<file path="config.mk">
export PLATFORM = sky130hd
export DESIGN_NAME = logic_reduce_unit
export DESIGN_NICKNAME = d
export VERILOG_FILES = /design/src/rtl/logic_reduce_unit.sv
export SDC_FILE = /design/constraint.sdc
export NUM_CORES = 1
export LEC_CHECK = 0
export CORE_ASPECT_RATIO = 0.6
export CORE_MARGIN = 4
export CORE_UTILIZATION = 37
export CTS_CLUSTER_DIAMETER = 120
export DETAILED_ROUTE_END_ITERATION = 10
export HOLD_SLACK_MARGIN = 0.15
export PLACE_DENSITY = 0.59
export SETUP_SLACK_MARGIN = 0.15
export SLEW_MARGIN = 25
export SYNTH_ARGS = -nofsm -noshare
export SYNTH_HDL_FRONTEND = slang
export SYNTH_SLANG_ARGS = --single-unit
export TNS_END_PERCENT = 10
</file>
<file path="constraint.sdc">
create_clock -name clk -period 5.78 [get_ports clk]
set_clock_uncertainty 0.15 [all_clocks]
set_input_delay 0.867 -clock clk [delete_from_list [all_inputs] [get_ports clk]]
set_output_delay 0.867 -clock clk [all_outputs]
set_load 0.05 [all_outputs]
</file>
<file path="src/rtl/logic_reduce_unit.sv">
// Framed bitwise AND/OR/XOR/NAND reducer with registered per-frame result.
// Optional LRU_PARITY_EN adds out_parity = ^out_data.
module logic_reduce_unit #(
  parameter int WIDTH = 8,
  parameter int CNT_W = 8
) (
  input  logic             clk,
  input  logic             rst_n,
  input  logic             in_valid,
  output logic             in_ready,
  input  logic [WIDTH-1:0] in_a,
  input  logic [WIDTH-1:0] in_b,
  input  logic [1:0]       in_op,
  input  logic             in_last,
  output logic             out_valid,
  input  logic             out_ready,
  output logic [WIDTH-1:0] out_data,
  output logic [CNT_W-1:0] out_count,
  output logic             out_zero,
`ifdef LRU_PARITY_EN
  output logic             out_parity,
`endif
  output logic             out_sat
);

  typedef enum logic [1:0] {IDLE, ACCUM, HOLD} state_t;

  localparam logic [CNT_W-1:0] CNT_MAX = '1;
  localparam logic [CNT_W-1:0] CNT_ONE = CNT_W'(1);

  state_t           state_q, state_d;
  logic             up_q;
  logic [1:0]       op_q;
  logic [WIDTH-1:0] acc_q;
  logic [CNT_W-1:0] cnt_q, cnt_d;
  logic             sat_q, sat_d;

  logic             beat, first, load;
  logic [1:0]       op_sel;
  logic [WIDTH-1:0] r, red, fold, res;

  assign in_ready  = up_q && (state_q != HOLD);
  assign out_valid = (state_q == HOLD);
  assign beat      = in_valid && in_ready;
  assign load      = beat && in_last;
  assign first     = (state_q == IDLE);
  // op is captured on the first beat and frozen for the rest of the frame
  assign op_sel    = first ? in_op : op_q;

  always_comb begin
    r   = in_a & in_b;
    red = acc_q & r;
    unique case (op_sel)
      2'b01: begin
        r   = in_a | in_b;
        red = acc_q | r;
      end
      2'b10: begin
        r   = in_a ^ in_b;
        red = acc_q ^ r;
      end
      default: ;
    endcase
    fold = first ? r : red;
    res  = (op_sel == 2'b11) ? ~fold : fold;
  end

  always_comb begin
    cnt_d = CNT_ONE;
    sat_d = 1'b0;
    if (!first) begin
      cnt_d = (cnt_q == CNT_MAX) ? cnt_q : cnt_q + CNT_ONE;
      sat_d = sat_q | (cnt_q == CNT_MAX);
    end
  end

  always_comb begin
    state_d = state_q;
    unique case (state_q)
      IDLE, ACCUM: begin
        if (load)      state_d = HOLD;
        else if (beat) state_d = ACCUM;
      end
      HOLD:    if (out_ready) state_d = IDLE;
      default: state_d = IDLE;
    endcase
  end

  always_ff @(posedge clk or negedge rst_n) begin
    if (!rst_n) begin
      state_q   <= IDLE;
      up_q      <= 1'b0;
      op_q      <= 2'b00;
      acc_q     <= '0;
      cnt_q     <= '0;
      sat_q     <= 1'b0;
      out_data  <= '0;
      out_count <= '0;
      out_zero  <= 1'b0;
      out_sat   <= 1'b0;
`ifdef LRU_PARITY_EN
      out_parity <= 1'b0;
`endif
    end else begin
      up_q    <= 1'b1;
      state_q <= state_d;
      if (beat) begin
        op_q  <= op_sel;
        acc_q <= fold;
        cnt_q <= cnt_d;
        sat_q <= sat_d;
      end
      if (load) begin
        out_data  <= res;
        out_count <= cnt_d;
        out_zero  <= (res == '0);
        out_sat   <= sat_d;
`ifdef LRU_PARITY_EN
        out_parity <= ^res;
`endif
      end
    end
  end

endmodule

</file>
---- Word level (Yosys, flattened, before mapping) ----
Index checks and enable logic that the tools add are counted.
operators by class
  reduce and logical (&&, ||, !) cells .... 7
  eq/ne operators ......................... 9
  bitwise operators ....................... 8
  muxes and demuxes ....................... 12
  $add $sub $neg .......................... 1
operators by type and width
  operator                                               count
  two-way mux 8 bit                                      4
  one-hot mux 8 bit (2 select lines)                     2
  bitwise AND 8 bit                                      2
  bitwise OR 8 bit                                       2
  XOR 8 bit                                              2
  adder 8 x 1 -> 8 bit, second input constant            1
  equality test 8 bit, second input constant             1
  zero test 8 bit                                        1
  two-way mux 2 bit                                      4
  inverter 8 bit                                         1
  equality test 2 bit, second input constant             3
  equality test 2 x 1 -> 1 bit, second input constant    2
  one-hot mux 2 bit (2 select lines)                     1
  logical AND 1 bit                                      3
  inequality test 3 bit, second input constant           1
  zero test 2 bit                                        1
  inequality test 2 x 1 -> 1 bit, second input constant  1
  inequality test 2 bit, second input constant           1
  AND reduction 2 bit                                    1
  OR reduction 2 bit                                     1
  two-way mux 1 bit                                      1
  bitwise OR 1 bit                                       1
storage, ports and cells
  register bits after elaboration ......... 40
  input bits .............................. 23
  word-level logic and storage cells ...... 47

---- Longest topological paths before layout ----
Gate-level depths: netlist of the first run.
  word-level depth ........................ 8
  gate-level depth with buffers ........... 14

---- Least setup slack after synthesis of the first run ----
Ideal clock, no wire load.
  path kind ............................... flip-flop to flip-flop
  start ................................... register state_q[1]
  end ..................................... register out_zero
  required time ........................... 5.538 ns
  cell stages (with the launch flop) ...... 14
  library setup time ...................... 0.092 ns
  path buffers ............................ 3
  path slack .............................. 2.615 ns
  arrival ................................. 2.923 ns
  cell sequence ........................... dfrtp_1 > or2_1 > buf_6 > clkbuf_1 > mux2i_1 > inv_1 > ha_1 > buf_2 > nor3b_2 > a21oi_1 > a221oi_2 > and3_1 > a22oi_2 > o31ai_2
on the way
  word-level cells in the longest chain between the ends .. 8
  elaborated cells on any way between the ends .. 15
  classes of those cells .................. 4 x eq/ne; 5 x mux; 1 x bitwise; 5 x reduce/logical
RTL lines
  element                                                                     line  source
  from (decl)                                                                 31    state_t state_q, state_d;
  from (signal assigned)                                                      106   state_q <= state_d;
  zero test 2 bit (*)                                                         46    assign first = (state_q == IDLE);
  two-way mux 2 bit (*)                                                       48    assign op_sel = first ? in_op : op_q;
  via op_sel[0]                                                               39    logic [1:0] op_sel;
  equality test 2 bit / equality test 2 x 1 -> 1 bit (equally long branches)  53    unique case (op_sel)
  one-hot mux 8 bit (2 select lines)                                          53
  two-way mux 8 bit                                                           64    fold = first ? r : red;
  inverter 8 bit                                                              65    res = (op_sel == 2'b11) ? ~fold : fold;
  two-way mux 8 bit (*)                                                       65
  zero test 8 bit (*)                                                         116   out_zero <= (res == '0);
  to (signal assigned)                                                        116
  to (decl)                                                                   19    output logic out_zero,
The timed path passes the listed nets; every way through them passes the cells marked *.
A chain may end at the register's enable or synchronous reset.

---- Worst setup path after layout of the first run ----
Same ends and word-level chain as after synthesis.

==> flow_summary.yaml, run 1 <==
critical_path:
  cpMaxStageDelayCell: "ha_1"
  cp_slowest_stage_delay_ns: 0.69
  path_class: "reg2reg"
  cp.required_ns: 5.82
  crit_path_cell_trace: "or2_1, mux2i_1, inv_1, ha_1, nor3b_2, a21oi_1, a221oi_2, and3_1, a22oi_2, o31ai_2"
  end_kind: "flop"
  critPathArrivalTime_ns: 4.32
  r2r_slack_ns: 1.50
  startpoint_type: "flop"
  r2r_end: "out_zero"
  rr_worst_depth: 10
  cp_max_fo: 18
  reg2reg_from: "state_q[1]"
clock_network:
  cts_buffers: 5
  cts_max_path_buffers: 2
  cts.sinks: 40
  cts_max_level: 2
  insertion_delay_ns: 0.28
  postCtsSetupBuffers: 0
  path_clk_slew_ns: 0.06
  root_buffer: "clkbuf_16"
  cts-resized-gates: 0
  hold_buffers: 0
  tritoncts: "built"
synthesis:
  synth_seq_area_share: 0.375
  synth_area_mm2: 0.00267
  synth_edf_count: 0
  yosys.area.top_type_share: 0.375
  yosysWarnings: 0
  synthMostInstantiatedCell: "nand2_1"
  syn_nets: 354
  synth_common_cells: "55 x nand2_1, 40 x dfrtp_1, 33 x o21ai_0"
  synthMuxAreaShare: 0.0150
  synthDistinctLibCells: 47
  async_flop_share: 1.00
  synthSimpleGateAreaFrac: 0.171
  syn_avg_cell_area_um2: 8.57
  synth_ff_type: "dfrtp_1"
  synth_top_family_by_area: "compound AO/OA/AOI/OAI gates"
  ys_ff_latch: 40
  yosys.area.top_type: "dfrtp_1"
  synth_compound_area_frac: 0.239
  synth_xor_area_frac: 0.0427
  synth_cells: 311
  synth_area_leaders: "dfrtp_1 38%, ha_1 9.4%, nand2_1 7.7%"
  synth_adder_area_share: 0.0939
drt:
  ant_nets: 0
  wire_per_inst_um: 15.5
  first_pass_iters: 4
  wirelength_um: 6630
  drt_iter0_drc: 161
  drc_errors: 0
  num_vias: 2295
  vias_per_cell: 5.35
cells_and_area:
  syn2layout_area_growth_pct: 22.0
  n_antenna_cell: 0
  n_fill_cell: 668
  regArea_mm2: 0.00100
  nets: 385
  multi_input_area_mm2: 0.00150
  final_util: 0.477
  drive_above_1_share: 0.0614
grt:
  grt-ovfl-total: 0
  antenna_found_initial: 0
  grt_pass1_vias: 2118
  grt_max_degree: 41
  grt_pass1_wl_um: 11100
  grt_usage: 0.160
timing:
  worst_pin_slew_ns: 0.932
  rsz0062_at_grt: "no"
  final-setup-viol-count: 0
  slew_violations: 0
  hold_viol: 0
  finalSetupTns_ns: 0
  max_slew_margin: 0.379
  period_needed_ns: 4.28
  holdWs_ns: 0.322
  clock.fmax_mhz: 234
  period_share: 0.740
die:
  std_cell_rows: 23
  pin_count: 43
  die_x_um: 118
  die_h_um: 73.8
  start_util: 0.391
  fp.dieArea_mm2: 0.00867
  fp.coreArea_mm2: 0.00682
placement:
  gp_congestion: 0.820
  port_buffers: 42
  dp_hpwl_um: 4970
pwr:
  ir_worst_vdd_mv: 0.141
  cellPowerDensity_mw_per_mm2: 439
  p_leak_nw: 1.45
flow_run:
  cap_viol_max_count: 0
min_path:
  hold_path_class: "reg2reg"
  min_path_cells: 2
  holdCritStartpoint: "out_data[7]"
  hold-path-endpoint: "out_data[7]"
run_status:
  status: "complete, no violations"
==> cells in the final DEF, fill, tap and decap left out, types with 3 or more instances in the layout <==
master / instances
ha_1: 20
clkdlybuf4s50_1: 41
nand2b_1: 3
nand3_1: 5
o21ai_0: 33
o2bb2ai_1: 3
xnor2_1: 8
o31ai_1: 5
inv_1: 22
a21oi_1: 23
xor2_1: 5
o211ai_1: 6
clkbuf_16: 5
o21bai_1: 3
and2_1: 3
dfrtp_1: 40
mux2i_1: 4
nor2_1: 14
a221oi_2: 5
and3_1: 4
nand2_1: 54
nand4_1: 3
==> flip-flops by register name (all words and copies together) (netlist names), 2 cells and up <==
signal	count
cnt_q	8
op_q	2
out_count	8
acc_q	8
out_data	8
state_q	2
==> how the worst max path moves through the flow <==
| stage | end | startpoint | cells past startpoint |
|---|---|---|---|
| after floorplan | out_zero | state_q[1] | 13 |
| after global placement | out_zero | in_op[0] | 10 |
| after detailed placement | out_zero | in_op[0] | 10 |
| after CTS | out_zero | state_q[1] | 10 |
| after global routing | out_zero | state_q[1] | 10 |
| final | out_zero | state_q[1] | 10 |
==> where the power goes <==
part	total (mW)	switching, mW	internal, mW
clock	0.265	0.108	0.157
sequential	0.425	0.0708	0.354
combinational	0.737	0.459	0.278
==> metal layers <==
layer / global-route usage / up-vias / wire length [um]
met5: 0 / - / 0
met4: 0.0247 / 0 / 23
met3: 0.0338 / 4 / 319
met2: 0.223 / 52 / 2620
met1: 0.255 / 1097 / 3670
li1: - / 1142 / -
==> per-stage QoR <==
stage,power (mW),worst slack (ns),area [um^2],instances
detailed placement,1.16,1.60,3120,422
global placement,1.15,1.71,3120,422
floorplan,0.950,2.61,2670,311
global route,1.52,1.26,3250,429
CTS,1.43,1.57,3250,429
finish,1.43,1.50,3250,429
==> final cells by class <==
class                      count  area share
clock buffer                   6      0.0396
clock inverter                 1     0.00154
inverter                      22      0.0254
multi-input combinational    230       0.462
sequential                    40       0.308
tap                           87      0.0335
timing repair buffer          43       0.130
==> critical path: cells and delay by family, from the launching register on <==
family	cells	cell delay (ns)
flip-flops	1	0.62
buffers and inverters	1	0.10
adder cells (fa/ha/maj)	1	0.69
multiplexers	1	0.36
AO/OA/AOI/OAI	4	0.92
AND/OR/NAND/NOR	3	1.32
==> logic make-up (layout without fill, tap and decap cells) <==
group / Yosys count / count (layout)
and+or+nand+nor: 97 / 97
AOI/OAI and AO/OA: 95 / 95
buffers and inverters: 41 / 72
DFF: 40 / 40
adders and majority gates: 20 / 20
xor gates and xnor gates: 13 / 13
muxes: 4 / 4
other: 1 / 1
Power figures use the tool's default switching activity.
==> run 2, diff against run 1 <==
Settings changed: PLACE_DENSITY 0.59 to 0.61.
Clock period 5.78 ns to 3.6 ns, I/O delays scaled along.
==> flow_summary.yaml, run 2 (synthesized netlist as in run 1, its figures left out) <==
run_status:
  status: "complete, no violations"
grt:
  grt_pass1_vias: 2204
  groute.layer.met2.usage: 0.224
  grt_pass1_wl_um: 11400
  grt_usage: 0.163
  use_met1: 0.261
  busiest_layer: "met1"
  grt-ovfl-total: 0
  antenna_found_initial: 0
  use_met3: 0.0392
  grt_max_degree: 41
timing:
  hold_viol: 0
  slew_violations: 0
  holdWs_ns: 0.331
  worst_pin_slew_ns: 0.553
  period_share: 0.887
  fin_ws_ns: 0.408
  rsz0062_at_grt: "no"
  clock.fmax_mhz: 313
  final-setup-viol-count: 0
  finalSetupTns_ns: 0
  max_slew_margin: 0.631
  period_needed_ns: 3.19
pwr:
  cellPowerDensity_mw_per_mm2: 708
  p_int_mw: 1.33
  swShare: 0.438
  ir_worst_vdd_mv: 0.243
  p_leak_nw: 1.51
  p_sw_mw: 1.04
  comb_power_share: 0.530
  clockPowerShare: 0.189
  power_frac_seq: 0.281
clock_network:
  root_buffer: "clkbuf_16"
  insertion_delay_ns: 0.28
  postCtsSetupBuffers: 0
  cts.sinks: 40
  cts_max_path_buffers: 2
  path_clk_slew_ns: 0.06
  cts_buffers: 5
  tritoncts: "built"
  cts_max_level: 2
die:
  die_x_um: 118
  die_h_um: 73.8
  fp.dieArea_mm2: 0.00867
  start_util: 0.391
  pin_count: 43
  std_cell_rows: 23
  fp.coreArea_mm2: 0.00682
flow_run:
  cap_viol_max_count: 0
critical_path:
  end_kind: "flop"
  path_class: "reg2reg"
  cp_max_fo: 5
  r2r_slack_ns: 0.41
  startpoint_type: "flop"
  cp.required_ns: 3.64
  critPathArrivalTime_ns: 3.23
min_path:
  hold_path_class: "reg2reg"
drt:
  vias_per_cell: 5.31
  wire_per_inst_um: 15.4
  num_vias: 2336
  first_pass_iters: 5
  wirelength_um: 6790
  drc_errors: 0
  ant_nets: 0
  drt_iter0_drc: 275
cells_and_area:
  nets: 395
  final_common_cell: "nand2_1"
  drive_above_1_share: 0.0878
  instances_no_fill: 440
  stdcell_area_mm2: 0.00334
  multi_input_area_mm2: 0.00150
  n_antenna_cell: 0
  mostFrequentLayoutCells: "55 x nand2_1, 41 x clkdlybuf4s50_1, 40 x dfrtp_1"
  n_fill_cell: 660
  regArea_mm2: 0.00100
  syn2layout_area_growth_pct: 25.4
placement:
  port_buffers: 42
  dp_cells: 431
  place_ws_ns: 0.187
  dp_hpwl_um: 5090
  gp_congestion: 0.847
  placedInstanceArea_mm2: 0.00318
run 2: cell count changes in the layout (fill, tap and decap cells not counted):
| cell | previous run | this run |
|---|---|---|
| nand2_1 | 54 | 55 |
| buf_2 | 1 | 0 |
| nand2_2 | 1 | 0 |
| clkinv_2 | 1 | 2 |
| buf_4 | 1 | 11 |
| clkbuf_8 | 0 | 1 |
| dlygate4sd3_1 | 0 | 1 |
| clkbuf_1 | 1 | 0 |
run 2: area by class of cell:
cell class / count / area share
multi-input cells: 230 / 0.449
clock buffers: 6 / 0.0415
repair buffers: 53 / 0.150
flip-flops and latches: 40 / 0.299
well taps: 87 / 0.0325
inverters: 22 / 0.0247
clock inverters: 2 / 0.00299
run 2: what timing repair did:
action	in CTS	in global routing
endpoints found under the hold margin	0	37
hold buffers	0	1
gates resized for setup	0	0
run 2: metal layers:
layer,vias up,share of wire
met4,0,0
met2,73,0.39
met5,-,0
met1,1101,0.53
met3,0,0.079
li1,1162,-
run 2: per-stage QoR:
stage | utilization | total power, mW
after CTS | 0.489 | 2.37
after global placement | 0.467 | 1.91
after global routing | 0.490 | 2.53
after detailed placement | 0.467 | 1.92
final | 0.490 | 2.37
after floorplan | - | 1.53
run 2: critical path, cell delays in order (launching register included):
cell and delay, ns:
dfrtp_1 0.40, or2_1 0.25, mux2i_1 0.24, inv_1 0.10
ha_1 0.37, nor3b_2 0.40, a21oi_1 0.10, a221oi_2 0.52
and3_1 0.26, a22oi_2 0.09, o31ai_2 0.23
run 2: final timing paths:
| path | startpoint | end | cells past startpoint |
|---|---|---|---|
| max reg2reg | state_q[1] | out_zero | 10 |
| max in group asynchronous | rst_n | out_count[5] | 2 |
| min | out_data[7] | out_data[7] | 2 |
| min in group asynchronous | rst_n | out_count[4] | 2 |
| min reg2reg | out_data[7] | out_data[7] | 2 |
| max | state_q[1] | out_zero | 10 |
run 2: power by group through the flow:
stage	Combinational [mW]	Sequential, mW	Clock (mW)
finish	1.26	0.666	0.448
global route	1.36	0.680	0.481
CTS	1.25	0.666	0.454
detailed placement	1.25	0.674	0
global placement	1.23	0.672	0
floorplan	0.671	0.854	0
==> run 3, diff against run 2 <==
Settings changed: GPL_TIMING_DRIVEN set to 1, PLACE_DENSITY 0.61 to 0.59.
Clock period 3.6 ns to 4.1 ns, I/O delays scaled along.
==> flow_summary.yaml, run 3 (synthesized netlist as in run 1, its figures left out) <==
clock_network:
  cts_max_path_buffers: 2
  tritoncts: "built"
  hold_buffers: 0
  cts-resized-gates: 0
  cts_max_level: 2
  insertion_delay_ns: 0.28
  path_clk_slew_ns: 0.06
  root_buffer: "clkbuf_16"
  cts_buffers: 5
  cts.sinks: 40
  postCtsSetupBuffers: 0
timing:
  period_needed_ns: 3.40
  slew_violations: 0
  final-setup-viol-count: 0
  period_share: 0.830
  max_slew_margin: 0.401
  worst_pin_slew_ns: 0.899
  clock.fmax_mhz: 294
  rsz0062_at_grt: "no"
  hold_viol: 0
  holdWs_ns: 0.316
  finalSetupTns_ns: 0
critical_path:
  cp.required_ns: 4.14
  reg2reg_from: "state_q[1]"
  crit_family: "simple AND/OR/NAND/NOR gates"
  startpoint_type: "flop"
  path_class: "reg2reg"
  critPathArrivalTime_ns: 3.44
  crit_buf_inv: 1
  cp_max_fo: 15
  end_kind: "flop"
  r2r_end: "out_zero"
  r2r_slack_ns: 0.70
  cp_slowest_stage_delay_ns: 0.67
  crit_path_cell_trace: "or2_1, mux2i_1, inv_1, ha_1, nor3b_2, and4b_1, a221oi_2, nand3_1, a2bb2oi_1, o31ai_2"
  startpoint: "state_q[1]"
  cpMaxStageDelayCell: "dfrtp_1"
  rr_worst_depth: 10
pwr:
  cellPowerDensity_mw_per_mm2: 624
  ir_worst_vdd_mv: 0.190
  p_leak_nw: 1.49
die:
  fp.dieArea_mm2: 0.00867
  start_util: 0.391
  pin_count: 43
  fp.coreArea_mm2: 0.00682
  die_x_um: 118
  die_h_um: 73.8
  std_cell_rows: 23
placement:
  port_buffers: 42
  dp_hpwl_um: 5110
  gp_congestion: 0.876
cells_and_area:
  n_fill_cell: 676
  n_antenna_cell: 0
  final_common_cell: "nand2_1"
  final_util: 0.486
  drive_above_1_share: 0.0800
  syn2layout_area_growth_pct: 24.4
  nets: 392
  mostFrequentLayoutCells: "54 x nand2_1, 41 x clkdlybuf4s50_1, 40 x dfrtp_1"
drt:
  drc_errors: 0
  ant_nets: 0
  wire_per_inst_um: 15.6
  vias_per_cell: 5.26
  first_pass_iters: 4
  num_vias: 2300
  drt_iter0_drc: 167
  wirelength_um: 6830
run_status:
  status: "complete, no violations"
min_path:
  hold_path_class: "in2async"
grt:
  grt_pass1_vias: 2185
  grt_max_degree: 41
  antenna_found_initial: 0
  grt_usage: 0.163
  grt-ovfl-total: 0
  grt_pass1_wl_um: 11300
flow_run:
  cap_viol_max_count: 0
[run 3: cell types whose count changed in the layout (fill, tap and decap cells not counted)]
cell	change
nand2_2	+1
buf_2	+1
dlygate4sd3_1	-1
clkbuf_1	+2
clkinv_2	-2
nand2_1	-1
buf_4	-3
[run 3: cell type report]
type                       instances  area [um^2]  share of cell area
clock buffer                       8          146              0.0441
sequential                        40         1000               0.302
multi-input combinational        230         1500               0.453
timing repair buffer              50          475               0.143
tap                               87          109              0.0328
inverter                          22         82.6              0.0249
[run 3: worst max path at each step]
stage	to	slack, ns	cells past startpoint
floorplan	out_zero	0.93	13
global placement	out_zero	0.73	10
detailed placement	out_zero	0.62	10
CTS	out_zero	0.74	10
global route	out_zero	0.49	10
finish	out_zero	0.70	10
[run 3: metrics by stage]
stage / std cells / power [mW] / area (um^2) / setup WS, ns
finish: 437 / 2.07 / 3320 / 0.697
global route: 437 / 2.22 / 3320 / 0.488
CTS: 437 / 2.08 / 3310 / 0.743
detailed placement: 429 / 1.68 / 3170 / 0.623
global placement: 429 / 1.67 / 3170 / 0.729
floorplan: 311 / 1.34 / 2670 / 0.935
[run 3: per-layer routing]
| layer | up-vias | share of wire | track usage |
|---|---|---|---|
| met5 | - | 0 | 0 |
| met4 | 0 | 0.0064 | 0.0377 |
| met3 | 4 | 0.059 | 0.0423 |
| met2 | 68 | 0.39 | 0.229 |
| met1 | 1079 | 0.54 | 0.248 |
| li1 | 1149 | - | - |
[run 3: report_power, final]
part | switching, mW | internal (mW) | total, mW | leakage, nW
clock | 0.148 | 0.243 | 0.391 | 0.0712
combinational | 0.646 | 0.433 | 1.08 | 0.903
sequential | 0.101 | 0.499 | 0.600 | 0.520
